[config.mk]
export PLATFORM = sky130hd
export DESIGN_NAME = pito_apb_hart_arbiter
export DESIGN_NICKNAME = d
export VERILOG_FILES = /design/src/rtl/pito_apb_hart_arbiter.sv
export SDC_FILE = /design/constraint.sdc
export NUM_CORES = 1
export LEC_CHECK = 0
export CAP_MARGIN = 40
export CORE_AREA = 4 4 261 263
export CTS_CLUSTER_SIZE = 16
export DETAILED_ROUTE_END_ITERATION = 10
export DIE_AREA = 0 0 265 267
export DONT_BUFFER_PORTS = 1
export PLACE_DENSITY = 0.34
export SETUP_SLACK_MARGIN = 0.2
export SLEW_MARGIN = 20
export SYNTH_ARGS = -nofsm -noshare
export SYNTH_HDL_FRONTEND = slang
export SYNTH_SLANG_ARGS = --single-unit
[constraint.sdc]
create_clock -name clk -period 7.8 [get_ports clk]
set_input_delay 1.56 -clock clk [delete_from_list [all_inputs] [get_ports clk]]
set_output_delay 1.56 -clock clk [all_outputs]
set_load 0.005 [all_outputs]
[src/rtl/pito_apb_hart_arbiter.sv]
// pito_apb_hart_arbiter
// Serialises per-hart CSR requests onto one shared APB master port.
// Harts are granted round-robin, one transfer in flight at a time. Each grant
// runs a full SETUP/ACCESS transfer. Read data and error status then go back
// to the granted hart as a one-cycle response pulse. An ACCESS phase with no
// pready for TIMEOUT cycles is forced to complete with an error.
//
// Ports:
//   clk, rst                 core clock, async active-high reset
//   req_valid/addr/wdata/write  per-hart request (addr/wdata packed 32 bits per hart)
//   req_ready                one-hot grant pulse (combinational in IDLE)
//   rsp_valid                one-hot completion pulse
//   rsp_rdata, rsp_err       response payload, held until the next completion
//   paddr/pwdata/pwrite/pstrb/psel/penable   APB master outputs
//   prdata/pready/pslverr    APB slave responses
module pito_apb_hart_arbiter #(
    parameter int NUM_HARTS = 8,
    parameter int TIMEOUT   = 255
) (
    input  logic                    clk,
    input  logic                    rst,
    input  logic [NUM_HARTS-1:0]    req_valid,
    input  logic [32*NUM_HARTS-1:0] req_addr,
    input  logic [32*NUM_HARTS-1:0] req_wdata,
    input  logic [NUM_HARTS-1:0]    req_write,
    output logic [NUM_HARTS-1:0]    req_ready,
    output logic [NUM_HARTS-1:0]    rsp_valid,
    output logic [31:0]             rsp_rdata,
    output logic                    rsp_err,
    output logic [31:0]             paddr,
    output logic [31:0]             pwdata,
    output logic                    pwrite,
    output logic [3:0]              pstrb,
    output logic                    psel,
    output logic                    penable,
    input  logic [31:0]             prdata,
    input  logic                    pready,
    input  logic                    pslverr
);

    localparam int HW = $clog2(NUM_HARTS);

    typedef enum logic [1:0] {IDLE, SETUP, ACCESS, RESP} state_t;

    state_t        state, state_nxt;
    logic [HW-1:0] rr_ptr, hart_q;
    logic [HW-1:0] gnt_idx, probe;
    logic          gnt_found;
    logic [31:0]   addr_q, wdata_q, rdata_q;
    logic          write_q, err_q;
    logic [15:0]   cnt;
    logic          timeout_hit;

    // cnt holds the number of ACCESS cycles already completed, so the
    // TIMEOUT-th cycle is the one that sees cnt == TIMEOUT-1.
    assign timeout_hit = (cnt == 16'(TIMEOUT - 1));

    // Round-robin pick: scan offsets from the highest down so the last hit is
    // the lowest offset from rr_ptr. The index wraps because NUM_HARTS is a
    // power of two.
    always_comb begin
        gnt_found = 1'b0;
        gnt_idx   = '0;
        probe     = '0;
        for (int i = NUM_HARTS - 1; i >= 0; i--) begin
            probe = rr_ptr + HW'(i);
            if (req_valid[probe]) begin
                gnt_found = 1'b1;
                gnt_idx   = probe;
            end
        end
    end

    // Next state and grant. Grants are suppressed while rst is high so that
    // every output reads 0 during reset.
    always_comb begin
        state_nxt = state;
        req_ready = '0;
        case (state)
            IDLE: begin
                if (gnt_found && !rst) begin
                    req_ready[gnt_idx] = 1'b1;
                    state_nxt          = SETUP;
                end
            end
            SETUP:   state_nxt = ACCESS;
            ACCESS:  if (pready || timeout_hit) state_nxt = RESP;
            RESP:    state_nxt = IDLE;
            default: state_nxt = IDLE;
        endcase
    end

    always_ff @(posedge clk or posedge rst) begin
        if (rst) begin
            state   <= IDLE;
            rr_ptr  <= '0;
            hart_q  <= '0;
            addr_q  <= '0;
            wdata_q <= '0;
            write_q <= 1'b0;
            cnt     <= '0;
            rdata_q <= '0;
            err_q   <= 1'b0;
        end else begin
            state <= state_nxt;
            case (state)
                IDLE: begin
                    if (gnt_found) begin
                        hart_q  <= gnt_idx;
                        addr_q  <= req_addr[{gnt_idx, 5'b0} +: 32];
                        wdata_q <= req_wdata[{gnt_idx, 5'b0} +: 32];
                        write_q <= req_write[gnt_idx];
                        rr_ptr  <= gnt_idx + HW'(1);
                        cnt     <= '0;
                    end
                end
                ACCESS: begin
                    cnt <= cnt + 16'd1;
                    // pready takes priority over a timeout in the same cycle.
                    if (pready) begin
                        rdata_q <= write_q ? 32'h0 : prdata;
                        err_q   <= pslverr;
                    end else if (timeout_hit) begin
                        rdata_q <= 32'h0;
                        err_q   <= 1'b1;
                    end
                end
                default: ;
            endcase
        end
    end

    // The APB outputs are decoded from state, so an async reset drops
    // psel/penable immediately.
    assign psel    = (state == SETUP) || (state == ACCESS);
    assign penable = (state == ACCESS);
    assign paddr   = psel ? addr_q  : 32'h0;
    assign pwdata  = psel ? wdata_q : 32'h0;
    assign pwrite  = psel & write_q;
    assign pstrb   = psel ? 4'hF : 4'h0;

    always_comb begin
        rsp_valid = '0;
        if (state == RESP) rsp_valid[hart_q] = 1'b1;
    end

    assign rsp_rdata = rdata_q;
    assign rsp_err   = err_q;

endmodule

# [Word-level counts from Yosys, hierarchy flattened]
# Cells that the tools add are included.
[totals] regBits=122 wordCells=107
[op_classes] n_addsub=9 order_cmp=12 eq_ne=7 n_shift=2 n_mux=54 bitwise=1 n_reduce_logical=13
[op_table] cell="variable part select 256 x 9 -> 32 bit" count=2
[op_table] cell="2-to-1 mux 32 bit" count=5
[op_table] cell="less-than comparator 3 x 4 -> 1 bit (second input constant)" count=10
[op_table] cell="case mux 16 bit (2 select lines)" count=1
[op_table] cell="binary-select mux 1 bit (select 3 bit)" count=9
[op_table] cell="2-to-1 mux 3 bit" count=8
[op_table] cell="2-to-1 mux 8 bit" count=3
[op_table] cell="2-to-1 mux 1 bit" count=21
[op_table] cell="adder 16 x 1 -> 16 bit (second input constant)" count=1
[op_table] cell="== test 16 x 8 -> 1 bit (second input constant)" count=1
[op_table] cell="2-to-1 mux 16 bit" count=1
[op_table] cell="adder 3 bit (second input constant)" count=4
[op_table] cell="case mux 2 bit (4 select lines)" count=1
[op_table] cell="AND reduction 2 bit" count=4
[op_table] cell="adder 3 x 1 -> 3 bit (second input constant)" count=2
[op_table] cell="adder 3 x 2 -> 3 bit (second input constant)" count=2
[op_table] cell="demux 1 bit (select 3 bit)" count=2
[op_table] cell="greater-or-equal comparator 3 x 1 -> 1 bit (second input constant)" count=2
[op_table] cell="== test 2 bit (second input constant)" count=2
[op_table] cell="2-to-1 mux 2 bit" count=2
[op_table] cell="2-to-1 mux 4 bit" count=1
[op_table] cell="inequality test 2 bit (second input constant)" count=2
[op_table] cell="nonzero test 2 bit" count=2
[op_table] cell="logical AND 1 bit" count=3
[op_table] cell="other kinds (6)" count=7

# [Longest topological paths before layout]
[logic_depth] word_depth=17 mapped_depth=21 ltp_nobuf=11

# [Least setup slack after synthesis]
# No wires, ideal clock.
[synth_timing] path_kind="reg2out" from="register rr_ptr[0]" to="output req_ready[0]" arrival_ns=4.239 slack_ns=2.001 path_stages_with_launch=19 path_buffers=8 path_cell_list="dfrtp_1 buf_6 inv_2 clkbuf_1 clkbuf_1 clkbuf_1 ha_1 buf_6 mux2i_1 mux4_2 or2_4 a31oi_4 or2b_2 and2_1 buf_4 buf_12 nand3_2 buf_2 nor3_1"
[synth_between] elab_chain_cells=17
[synth_lines] item="from (decl)" line_no="46" source="logic [HW-1:0] rr_ptr, hart_q;"
[synth_lines] item="from (signal assigned)" line_no="113" source="rr_ptr <= gnt_idx + HW'(1);"
[synth_lines] item="adder 3 bit" line_no="66" source="probe = rr_ptr + HW'(i);"
[synth_lines] item="binary-select mux 1 bit (select 3 bit)" line_no="67" source="if (req_valid[probe]) begin"
[synth_lines] item="2-to-1 mux 1 bit (implied by the code)" line_no="67"
[synth_lines] item="2-to-1 mux 3 bit (8 in a row)" line_no="67"
[synth_lines] item="less-than comparator 3 x 4 -> 1 bit (implied by the code) / greater-or-equal comparator 3 x 1 -> 1 bit (equally long branches)" line_no="82" source="req_ready[gnt_idx] = 1'b1;"
[synth_lines] item="logical AND 1 bit (implied by the code)" line_no="82"
[synth_lines] item="2-to-1 mux 1 bit (implied by the code)" line_no="82"
[synth_lines] item="demux 1 bit (select 3 bit)" line_no="82"
[synth_lines] item="2-to-1 mux 8 bit *" line_no="81" source="if (gnt_found && !rst) begin"
[synth_lines] item="2-to-1 mux 8 bit *" line_no="79" source="case (state)"
[synth_lines] item="to (decl)" line_no="26" source="output logic [NUM_HARTS-1:0] req_ready,"
# Every way passes the cells marked *; elsewhere a longest branch is shown, timed or not. The select of a mux whose other input is x is not followed.

# [Worst setup path in the final report]
[layout_timing] from="register rr_ptr[0]" to="output req_ready[3]"
# The elaborated chain is that of the path after synthesis.

==> results.yml <==
synthesis:
  syn-cell-area_mm2: 0.0117
  syn_nets: 2100
  avgSynthCellArea_um2: 7.65
  synthArstFlopShare: 1.00
  synth-seq-cells: 122
  syn_inst: 1529
  synthTopCellsByArea: "dfrtp_1 26%, nand2_1 7.7%, mux2i_1 5.8%"
  netlist.area_leader.share: 0.261
  synth_sequential_area_ratio: 0.261
  yosysWarnings: 0
  ys.flop_type: "dfrtp_1"
  synth_edf_count: 0
  synth_top_area_cell: "dfrtp_1"
  synth_cell_types: 66
timing:
  finClkSkew_ns: 0.0168
  finalHoldViolations: 0
  grt_setup_unrepaired: "no"
  drv_slew: 0
  setup_tns_ns: 0
  fmaxAchievable_ghz: 0.146
  fin_crit_ns: 6.87
  setup_viol: 0
  setup_slack_ns: 0.930
  finalCritPeriodShare: 0.881
  worst-slew-pin-transition_ns: 0.889
  relSlewSlack: 0.407
detailed_routing:
  drtPass1Iterations: 5
  wirelength_mm: 66.8
  drc: 0
  avgViaCountPerCell: 5.22
  vias: 12100
  wl_per_cell_um: 28.9
  drt_iter0_markers: 868
  ant_nets: 0
power:
  p_seq_frac: 0.117
  power.switching_mw: 5.69
  internal_power_mw: 4.06
  pwr-share-clk: 0.087
  p_leak_nw: 5.15
  swShare: 0.583
  p_comb_frac: 0.796
  ir_worst_vdd_mv: 0.586
  power_density_mw_per_mm2: 745
global_route:
  grt-ovfl-total: 0
  grt_max_degree: 178
  grt_pass1_wl_mm: 91.0
  grt_pass1_vias: 12000
  antenna_found_initial: 21
  grt_usage: 0.177
min_path:
  min_path_type: "reg2reg"
  worstHoldStart: "wdata_q[12]$_DFFE_PP0P_"
worst_setup_path:
  worstSetupStartpointType: "register"
  critPathMostFrequentCell: "buf_4"
  arrival_ns: 5.31
  crit_slowest_cell: "ha_1"
  startpoint: "rr_ptr[0]$_DFFE_PP0P_"
  critPathRequiredTime_ns: 6.24
  end_kind: "output port"
  path_class: "reg2out"
  path_cells: "buf_4, inv_2, ha_1, mux2i_1, mux4_2, or2_4, a31oi_4, or2b_2, buf_4, nand2_4, nand3_1, buf_4, nor3_1"
  max_stage_delay_ns: 0.85
  r2r-start: "rr_ptr[0]$_DFFE_PP0P_"
  worstPathMaxFanout: 42
cts:
  clock_path_buffers: 2
  cts_root_buffer: "clkbuf_16"
  cts_resized: 0
  numCtsBuffers: 17
  insertion_delay_ns: 0.47
  cts_hold_buf: 0
  htree_levels: 4
  cts_sinks: 122
  clk_pin_slew_ns: 0.06
  post-cts-setup-buffers: 0
  cts_tree: "built"
final_layout:
  final_common_cell: "nand2_1"
  area_growth_pct: 11.9
  instances_no_fill: 2312
  fill_cells: 7367
  final_cell_mix: "237 x nand2_1, 122 x dfrtp_1, 121 x nor2_1"
  nets: 1995
  drive_gt1_frac: 0.0954
  utilization: 0.199
placement:
  dp.cells: 2266
  dp_hpwl_mm: 50.8
  portBuffers: 0
  pre_cts_slack_ns: 1.39
  gp_congestion: 0.887
die:
  coreArea_mm2: 0.0656
  pin_count: 684
  start_util: 0.178
  die_h_um: 267
  rows: 94
  dieArea_mm2: 0.0708
  die_w_um: 265
outcome:
  outcome: "finished clean"
flow_run:
  cap_violations: 0
[power by group through the flow]
stage	Clock, mW	Combinational, mW	Sequential, mW
after floorplan	0	5.62	1.07
after global placement	0	7.72	1.15
after detailed placement	0	7.81	1.16
after CTS	0.893	7.85	1.15
after global routing	0.909	8.48	1.18
final	0.845	7.76	1.15
[layer usage]
metal / GRT usage / share of wire
met1: 0.211 / 0.39
met2: 0.307 / 0.50
met3: 0.0550 / 0.091
met4: 0.0521 / 0.023
met5: 0 / 0.0015
[synth_stat cells (17+ instances only)]
library cell	n
and2_1	93
nor3_1	37
mux2i_1	68
dfrtp_1	122
o22ai_1	72
and3_1	41
nand3_1	86
a211oi_1	66
mux2_2	30
a21oi_1	111
clkbuf_1	91
a211o_1	39
o221ai_1	40
nor2_1	121
buf_2	47
o211ai_1	41
nand2_1	241
o21ai_0	17
[worst max-delay path: cells and delay by family (launching register included)]
| kind | cells | cell delay [ns] |
|---|---|---|
| and+or+nand+nor | 5 | 1.25 |
| muxes | 2 | 0.80 |
| DFF | 1 | 0.32 |
| AOI/OAI and AO/OA | 1 | 0.34 |
| buffers and inverters | 4 | 1.21 |
| adders and majority gates | 1 | 0.85 |
[state kept, by name, indices dropped and copies added, names as in the netlist]
register and cells:
addr_q 32, rsp_rdata 32, wdata_q 32, cnt 16, hart_q 3, rr_ptr 3, state 2, rsp_err 1
write_q 1
[metrics by stage]
stage	power (mW)	hold slack [ns]	instance area, um^2
after floorplan	6.69	0.458	11700
after global placement	8.88	0.472	12300
after detailed placement	8.97	0.478	12400
after CTS	9.89	0.492	13000
after global routing	10.6	0.517	13100
final	9.76	0.488	13100
[path summary, 6_finish.rpt]
kind	slack, ns	to	cells after the start
worst min register to register	0.49	wdata_q[12]$_DFFE_PP0P_	2
worst min-delay path	0.49	wdata_q[12]$_DFFE_PP0P_	2
max in group asynchronous	5.89	addr_q[16]$_DFFE_PP0P_	4
worst max-delay path	0.93	req_ready[3]	13
min in group asynchronous	0.83	wdata_q[11]$_DFFE_PP0P_	1
worst max register to register	2.24	addr_q[29]$_DFFE_PP0P_	14
[kinds of logic (layout without fill, tap and decap cells)]
group | Yosys count | in the layout | share of synthesized area
AOI/OAI and AO/OA | 431 | 431 | 0.255
xor gates and xnor gates | 16 | 16 | 0.0126
adders and majority gates | 7 | 7 | 0.00748
buffers and inverters | 171 | 78 | 0.0709
DFF | 122 | 122 | 0.261
muxes | 130 | 130 | 0.133
other | 0 | 12 | 0
and+or+nand+nor | 652 | 652 | 0.260
[cell type report]
| cell class | instances | area (um^2) | area share |
|---|---|---|---|
| inverters | 11 | 46.3 | 0.00354 |
| flip-flops and latches | 122 | 3050 | 0.233 |
| clock inverters | 11 | 135 | 0.0103 |
| multi-input cells | 1236 | 7890 | 0.603 |
| diodes | 12 | 30.0 | 0.00229 |
| clock buffers | 20 | 457 | 0.0349 |
| repair buffers | 36 | 400 | 0.0306 |
| well taps | 864 | 1080 | 0.0826 |
Power figures use the tool's default switching activity.
